**src/rtl/game_core.sv**
```systemverilog
// game_core: IDLE/RUN/OVER game controller with tick-paced parabolic jump,
//            a survival score and a per-channel obstacle collision check.
// Latency: a collision or start button registers the state change on the next
//          clk edge. There is no backpressure: the inputs are sampled every cycle.
// Ports:
//   clk, rst           system clock, asynchronous active-high reset
//   up                 jump/start button (synchronous, edge-detected inside)
//   obst_pos           N_OBST packed obstacle positions, channel i at [i*POS_W +: POS_W]
//   obst_sync          positions are being updated; collision is suppressed
//   jump_h             registered player height
//   game_over/running  state flags (game_over in IDLE and OVER, running in RUN)
//   score              ticks survived in the current run, saturating
//   hit_idx            lowest colliding channel, captured on entry to OVER
module game_core #(
  parameter int N_OBST   = 4,
  parameter int POS_W    = 12,
  parameter int H_W      = 9,
  parameter int TICK_DIV = 1562500,
  parameter int JUMP_LEN = 14,
  parameter int CLEAR_H  = 32,
  parameter int SCREEN_W = 1024,
  parameter int HIT_LO   = 200,
  parameter int HIT_HI   = 300,
  parameter int OBST_W   = 50,
  localparam int HIT_W   = (N_OBST > 1) ? $clog2(N_OBST) : 1
) (
  input  logic                    clk,
  input  logic                    rst,
  input  logic                    up,
  input  logic [N_OBST*POS_W-1:0] obst_pos,
  input  logic                    obst_sync,
  output logic [H_W-1:0]          jump_h,
  output logic                    game_over,
  output logic                    running,
  output logic [15:0]             score,
  output logic [HIT_W-1:0]        hit_idx
);

  localparam int TC_W = (TICK_DIV > 1) ? $clog2(TICK_DIV) : 1;
  localparam int K_W  = $clog2(2*JUMP_LEN + 1);
  localparam int SW   = 2*H_W + 1;
  localparam int DW   = POS_W + 2;

  localparam logic [1:0] S_IDLE = 2'd0;
  localparam logic [1:0] S_RUN  = 2'd1;
  localparam logic [1:0] S_OVER = 2'd2;

  logic [1:0]       state_q, state_d;
  logic             up_q;
  logic [TC_W-1:0]  tick_cnt_q, tick_cnt_d;
  logic [K_W-1:0]   k_q, k_d;
  logic             jump_act_q, jump_act_d;
  logic [H_W-1:0]   jump_h_q, jump_h_d;
  logic [15:0]      score_q, score_d;
  logic [HIT_W-1:0] hit_idx_q, hit_idx_d;

  logic             up_rise;
  logic             in_run;
  logic             tick;
  logic [K_W-1:0]   k_inc;
  logic             jump_end;
  logic signed [SW-1:0] diff;
  logic signed [SW-1:0] sq;
  logic signed [SW-1:0] h_full;
  logic             unused_h;
  logic             invuln;
  logic             hit_any;
  logic [HIT_W-1:0] hit_lo_idx;
  logic [POS_W-1:0] ch_pos;
  logic signed [DW-1:0] ch_d;
  logic             collision;

  assign up_rise = up & ~up_q;
  assign in_run  = (state_q == S_RUN);
  assign tick    = in_run && (tick_cnt_q == TC_W'(TICK_DIV - 1));

  // Height for the next jump step: JUMP_LEN^2 - (k-JUMP_LEN)^2, evaluated
  // signed and wide enough that the square never overflows.
  assign k_inc    = k_q + K_W'(1);
  assign jump_end = (k_inc == K_W'(2*JUMP_LEN));
  assign diff     = $signed(SW'(k_inc)) - SW'(JUMP_LEN);
  assign sq       = diff * diff;
  assign h_full   = SW'(JUMP_LEN*JUMP_LEN) - sq;
  // The result is never negative and never exceeds JUMP_LEN^2, so the
  // upper bits carry no information.
  assign unused_h = ^h_full[SW-1:H_W];

  assign invuln = (jump_h_q >= H_W'(CLEAR_H));

  // Obstacle window test. The downward scan leaves the lowest hitting
  // channel in hit_lo_idx. A negative distance means the obstacle has not
  // entered the screen yet.
  always_comb begin
    hit_any    = 1'b0;
    hit_lo_idx = '0;
    ch_pos     = '0;
    ch_d       = '0;
    for (int i = N_OBST - 1; i >= 0; i--) begin
      ch_pos = obst_pos[i*POS_W +: POS_W];
      ch_d   = DW'(SCREEN_W) - $signed({2'b00, ch_pos});
      if (!ch_d[DW-1] && (ch_d <= DW'(HIT_HI)) &&
          ((ch_d + DW'(OBST_W)) >= DW'(HIT_LO))) begin
        hit_any    = 1'b1;
        hit_lo_idx = HIT_W'(i);
      end
    end
  end

  assign collision = in_run & ~obst_sync & ~invuln & hit_any;

  always_comb begin
    state_d    = state_q;
    tick_cnt_d = tick_cnt_q;
    k_d        = k_q;
    jump_act_d = jump_act_q;
    jump_h_d   = jump_h_q;
    score_d    = score_q;
    hit_idx_d  = hit_idx_q;
    case (state_q)
      S_IDLE: begin
        tick_cnt_d = '0;
        if (up_rise) begin
          state_d    = S_RUN;
          jump_act_d = 1'b1;
          k_d        = '0;
          jump_h_d   = '0;
          score_d    = '0;
        end
      end
      S_RUN: begin
        if (collision) begin
          // Collision takes priority over any start press.
          // Everything else freezes.
          state_d   = S_OVER;
          hit_idx_d = hit_lo_idx;
        end else begin
          tick_cnt_d = tick ? '0 : tick_cnt_q + TC_W'(1);
          if (tick && (score_q != 16'hFFFF)) begin
            score_d = score_q + 16'd1;
          end
          if (up_rise && !jump_act_q) begin
            // The tick phase restarts so every jump step is a full tick long.
            jump_act_d = 1'b1;
            k_d        = '0;
            jump_h_d   = '0;
            tick_cnt_d = '0;
          end else if (jump_act_q && tick) begin
            if (jump_end) begin
              jump_act_d = 1'b0;
              k_d        = '0;
              jump_h_d   = '0;
            end else begin
              k_d      = k_inc;
              jump_h_d = h_full[H_W-1:0];
            end
          end
        end
      end
      S_OVER: begin
        if (up_rise) begin
          state_d    = S_IDLE;
          jump_act_d = 1'b0;
          k_d        = '0;
          jump_h_d   = '0;
          tick_cnt_d = '0;
        end
      end
      default: state_d = S_IDLE;
    endcase
  end

  always_ff @(posedge clk or posedge rst) begin
    if (rst) begin
      state_q    <= S_IDLE;
      up_q       <= 1'b0;
      tick_cnt_q <= '0;
      k_q        <= '0;
      jump_act_q <= 1'b0;
      jump_h_q   <= '0;
      score_q    <= '0;
      hit_idx_q  <= '0;
    end else begin
      state_q    <= state_d;
      up_q       <= up;
      tick_cnt_q <= tick_cnt_d;
      k_q        <= k_d;
      jump_act_q <= jump_act_d;
      jump_h_q   <= jump_h_d;
      score_q    <= score_d;
      hit_idx_q  <= hit_idx_d;
    end
  end

  assign jump_h    = jump_h_q;
  assign game_over = (state_q != S_RUN);
  assign running   = (state_q == S_RUN);
  assign score     = score_q;
  assign hit_idx   = hit_idx_q;

endmodule
```
**config.mk**
```make
export PLATFORM = sky130hd
export DESIGN_NAME = game_core
export DESIGN_NICKNAME = d
export VERILOG_FILES = /design/src/rtl/game_core.sv
export SDC_FILE = /design/constraint.sdc
export NUM_CORES = 1
export LEC_CHECK = 0
export ABC_AREA = 1
export CAP_MARGIN = 20
export CORE_ASPECT_RATIO = 1.4
export CORE_MARGIN = 8
export CORE_UTILIZATION = 49
export CTS_BUF_LIST = sky130_fd_sc_hd__clkbuf_2 sky130_fd_sc_hd__clkbuf_4 sky130_fd_sc_hd__clkbuf_8
export CTS_CLUSTER_DIAMETER = 150
export DETAILED_ROUTE_END_ITERATION = 8
export HOLD_SLACK_MARGIN = 0.03
export PLACE_DENSITY = 0.73
export SYNTH_ARGS = -nofsm -noshare
export SYNTH_HDL_FRONTEND = slang
export SYNTH_SLANG_ARGS = --single-unit
export TNS_END_PERCENT = 30
```
**constraint.sdc**
```tcl
create_clock -name clk -period 5.5 [get_ports clk]
set_clock_uncertainty 0.1 [all_clocks]
set_input_delay 1.65 -clock clk [delete_from_list [all_inputs] [get_ports clk]]
set_output_delay 1.65 -clock clk [all_outputs]
set_load 0.03 [all_outputs]
```
==> results.toml, run 1 <==
[global_routing]
track_usage_pct = 18.2
grt_pass1_wl_um = 24700
grt_overflow = 0
antenna_found_initial = 0
grt_pass1_vias = 5584
grt_max_degree = 42

[worst_setup_path]
required_ps = 5600
slowest_delay_ps = 620
cp-start-kind = "flip-flop"
cp_common_cell = "nand2_1"
crit_buf_inv = 3
cp_slowest_cell = "dfrtp_1"
criticalPathCategory = "reg -> reg"
crit_chain = "ha_1, xor2_1, ha_1, nand2_1, nand2_1, inv_1, o21ai_0, fa_1, inv_1, fa_1, fa_1, inv_1, ha_1, nand2_1, o21ai_0, a21oi_1, nand3b_1, nand2_1, nand2_1, nand2_1, xor2_1, nand4_1, nand2_1"
crit_path_max_fanout = 14
crit_family = "adder cells"
arrival_ps = 5160
end_kind = "flip-flop"

[clock_network]
cts_made_buffers = 5
cts_tree = "done"
cts_root_buf = "clkbuf_8"
clk_path_buf_depth = 2
clock_latency_ps = 310
holdBufCountCts = 0
clkTransAtPathRegs_ps = 100
post-cts-setup-buffers = 0
cts_resized = 0
cts_sinks = 55
htreeDepth = 2

[run_status]
status = "completed"

[synthesis]
synth_seq_cells = 55
postSynthAreaPerCell_um2 = 6.38
synthArstFlopShare_pct = 100
ys_types = 39
synth_cells = 924
synth_ff_type = "dfrtp_1"
synth-edff-count = 0
yosysSeqAreaShare_pct = 23.4
netlist_area_um2 = 5890
synth_nets = 1012
ys_warn_count = 0

[timing]
post-route-period-util_pct = 92.1
min_period_ps = 5060
setup_viol = 0
setup_tns_ps = 0
drv_slew = 0
rsz0062_at_grt = "no"
slew_headroom_pct = 41.5
worstMarginPinSlew_ps = 876
fmax_ghz = 0.197
hold_violations = 0

[cells_and_area]
synthToLayoutAreaGrowth_pct = 16.0
fin_nets = 1078
mostFrequentLayoutCells = "nand2_1, inv_1, nor2_1, nand3_1, clkdlybuf4s50_1"
final_common_cell = "nand2_1"
n_antenna_cell = 0
drive_gt1_share_pct = 6.56

[pwr]
max-vdd-ir-drop_v = 0.000999
p_leak_nw = 3.43
finalPower_mw = 4.05
powerDensity_nw_per_um2 = 592

[routing]
wire_per_inst_um = 12.5
top_layer = "met4"
wl_met1_um = 6200
drtAntennaViolNets = 0
wl_met2_um = 7300
viasPerCell = 5.17
first_iter_violations = 305
routed_wirelength_um = 14200
drtPass1Iterations = 8
num_vias = 5881
drc = 0
wl_met3_um = 454

[placement]
port_buffers = 80
gp_congestion = 0.898
hpwl_um = 11100

[floorplanning]
dieArea_um2 = 15800
fp-row-count = 47
fp.dieH_um = 146
start_util_pct = 50.1
die_w_um = 109
io_pins = 81
coreArea_um2 = 11800

[hold_path]
min_path_type = "reg -> reg"

[flow_run]
cap_violations = 0
[Yosys cell counts (all sizes together), types with 10 or more instances]
cell type,count,area [um2]
nand3,82,428
o21ai,39,270
inv,136,510
nor2,95,397
buf,16,133
nand3b,10,75.1
fa,11,220
nand2,294,1120
xor2,19,166
nor4,12,81.3
dfrtp,55,1380
a21oi,15,75.1
nand4,53,332
ha,25,313
nor3,22,115
clkbuf,10,37.5
[metrics by stage]
step	hold WS (ps)	worst slack [ps]	std cells	util [%]	area, um2
global placement	374	587	1130	57.3	6740
finish	401	436	1138	58.1	6840
global route	417	22.1	1138	58.1	6840
floorplan	367	836	924	-	5890
detailed placement	374	480	1130	57.3	6740
CTS	401	446	1138	58.1	6840
[worst reg2reg max path, delay by kind of cell, from the launching register on]
kind	cells	cell delay, ps
xor+xnor	2	280
buf+inv	3	210
simple gates	9	840
flops	1	620
compound gates	3	400
fa+ha+maj	6	2530
[worst paths after layout]
path / startpoint / end / slack (ps) / depth (start not counted)
setup / recovery: jump_h[1] / jump_h[8] / 440 / 23
hold / removal: hit_idx[0] / hit_idx[0] / 400 / 2
setup reg to reg: jump_h[1] / jump_h[8] / 440 / 23
hold reg to reg: hit_idx[0] / hit_idx[0] / 400 / 2
max in group asynchronous: rst / k_q[1] / 2830 / 3
min in group asynchronous: rst / tick_cnt_q[12] / 1720 / 2
[cell type report]
type                    count  area [um2]
fillers                  1173        4930
flip-flops and latches     55        1380
inverters                 136         510
clock inverters             2        16.3
clock buffers               6        76.3
multi-input cells         707        3830
repair buffers             85         838
well taps                 147         184
[state kept, by name (all words and copies together), names as in the netlist]
signal	flops
tick_cnt_q	21
score	16
hit_idx	2
jump_h	8
k_q	4
up_q	1
state_q	2
jump_act_q	1
[where the power goes]
group | leakage, nW | switching (mW) | internal, mW
combinational | 2.65 | 1.93 | 1.31
sequential | 0.740 | 0.0904 | 0.478
clock | 0.0452 | 0.140 | 0.0969
[layer usage]
metal	global-route usage (%)	vias up
met2	33.2	88
met5	0	-
met4	4.54	0
met3	2.04	17
met1	21.8	2674
li1	-	3102
[kinds of logic (layout without fill, tap and decap cells)]
| logic type | Yosys count | after routing | synth area share [%] |
|---|---|---|---|
| compound gates | 63 | 63 | 7.26 |
| xor+xnor | 28 | 28 | 4.16 |
| fa+ha+maj | 36 | 36 | 9.05 |
| buf+inv | 162 | 229 | 11.6 |
| flops | 55 | 55 | 23.4 |
| simple gates | 580 | 580 | 44.6 |
No activity file was read; power rests on OpenSTA's default activity.
==> run 2: changes to the inputs <==
CORE_ASPECT_RATIO = 0.6   (was 1.4)
CTS_CLUSTER_SIZE = 8   (was unset)
==> run 2 against run 1 <==
Compared with the run above:
- cell count grew 1.9%
- die area increased by 0.41%
- sequential share of layout area down 0.15 points
- clock power down 3%
- sequential power is essentially flat
- first-iteration DRC count up 130%
- worst setup slack got worse by 38 ps
- clock-buffer cell count shrank 1
==> results.toml, run 2 (synthesis results as in run 1) <==
[global_routing]
grt_pass1_wl_um = 25400
grt_pass1_vias = 5105
track_usage_pct = 19.4
grt_overflow = 0
antenna_found_initial = 0
grt_max_degree = 33

[floorplanning]
io_pins = 81
fp-row-count = 31
start_util_pct = 49.5
fp.dieH_um = 101
die_w_um = 158
coreArea_um2 = 11900
dieArea_um2 = 15900

[cells_and_area]
fillCellCount = 1151
final-seq-area_um2 = 1380
mostFrequentLayoutCells = "nand2_1, inv_1, nor2_1, clkdlybuf4s50_1, nand3_1"
n_antenna_cell = 0
synthToLayoutAreaGrowth_pct = 17.1
multi_input_area_um2 = 3840
final_common_cell = "nand2_1"
fin_nets = 1083
top_register = "tick_cnt_q"
largest_register_ff_count = 21
final_cell_area_um2 = 6900
drive_gt1_share_pct = 7.44

[hold_path]
hp-start = "jump_h[3]"
min_path_type = "reg -> reg"
worst_hold_path.endpoint = "jump_h[3]"
whs_path_depth = 2

[timing]
min_period_ps = 5100
drv_slew = 0
worstMarginPinSlew_ps = 711
post-route-period-util_pct = 92.8
slew_headroom_pct = 52.2
hold_violations = 0
fmax_ghz = 0.196
setup_viol = 0

[worst_setup_path]
rr_worst_depth = 24
cp_common_cell = "nand2_1"
slowest_delay_ps = 550
crit_chain = "ha_2, xor2_1, buf_4, ha_1, nand2_1, nand2_1, inv_1, o21ai_0, fa_1, inv_1, fa_1, fa_1, inv_1, ha_1, nand2_1, o21ai_0, a21oi_1, nand3b_1, nand2_1, nand2_1, nand2_1, xor2_1, nand4_1, nand2_1"
cp_slowest_cell = "fa_1"
crit_path_max_fanout = 14
end_kind = "flip-flop"
cp-start-kind = "flip-flop"
required_ps = 5670
criticalPathCategory = "reg -> reg"
r2r_slack_ps = 400
arrival_ps = 5270
r2r_start = "jump_h[1]"
rr_endpoint = "jump_h[8]"

[clock_network]
clock_latency_ps = 330
cts_root_buf = "clkbuf_8"
clkTransAtPathRegs_ps = 100
cts_made_buffers = 5
cts_sinks = 55
clk_path_buf_depth = 2
cts_tree = "done"
holdBufCountCts = 0
htreeDepth = 2

[placement]
port_buffers = 80
gp_congestion = 0.986
hpwl_um = 12000
post_dp_cell_area_um2 = 6800

[pwr]
p_leak_nw = 3.45
powerDensity_nw_per_um2 = 598
max-vdd-ir-drop_v = 0.000730
finalPower_mw = 4.13

[flow_run]
cap_violations = 0

[routing]
viasPerCell = 5.07
num_vias = 5884
drtAntennaViolNets = 0
first_iter_violations = 696
drtPass1Iterations = 6
wire_per_inst_um = 13.1
drc = 0
routed_wirelength_um = 15200

[run_status]
status = "completed"
## run 2: how the worst max path moves through the flow
stage              start        end  cells past startpoint
2_1_floorplan     k_q[1]  jump_h[8]                     22
3_3_place_gp   jump_h[1]  jump_h[8]                     22
3_5_place_dp   jump_h[1]  jump_h[8]                     24
4_1_cts        jump_h[1]  jump_h[8]                     24
5_1_grt        jump_h[1]  jump_h[8]                     24
6_report       jump_h[1]  jump_h[8]                     24
## run 2: power by group
group | total (mW) | leakage (nW) | internal [mW] | switching, mW
logic | 3.33 | 2.67 | 1.33 | 2.00
clock network | 0.231 | 0.0440 | 0.0876 | 0.143
registers | 0.566 | 0.737 | 0.479 | 0.0872
total | 4.13 | 3.45 | 1.90 | 2.23
## run 2: per-layer routing
metal	up-vias	GRT usage, %	part of all wire (%)
met3	10	4.24	8.6
met2	201	24.6	37
li1	3117	-	-
met4	0	3.35	0.71
met5	-	0	0
met1	2556	31.6	54
## run 2: per-stage QoR
step                      hold WS [ps]  setup TNS [ps]  setup WS (ps)  cells  util, %
after global placement             366               0            440   1153     57.1
after floorplan                    367               0            836    924        -
after global routing               415           -7.87          -7.87   1160     57.9
final                              389               0            399   1160     57.9
after detailed placement           370               0            299   1153     57.1
after CTS                          396               0            266   1160     57.8
## run 2: critical path: cells and delay by family (launching register included)
family,cells,cell delay (ps)
xor gates and xnor gates,2,310
adders and majority gates,6,2360
DFF,1,520
buffers and inverters,4,380
AOI/OAI and AO/OA,3,390
and+or+nand+nor,9,980
## run 2: timing repair
action	CTS	global route
setup endpoints to repair	0	1
setup buffers	0	0
resized for setup	0	5
## run 2: cell type report
| type | instances | share of cell area [%] |
|---|---|---|
| Clock inverter | 2 | 0.200 |
| Tap cell | 165 | 2.99 |
| Inverter | 136 | 7.40 |
| Sequential cell | 55 | 20.0 |
| Clock buffer | 5 | 0.998 |
| Multi-Input combinational cell | 707 | 55.7 |
| Timing Repair Buffer | 90 | 12.7 |
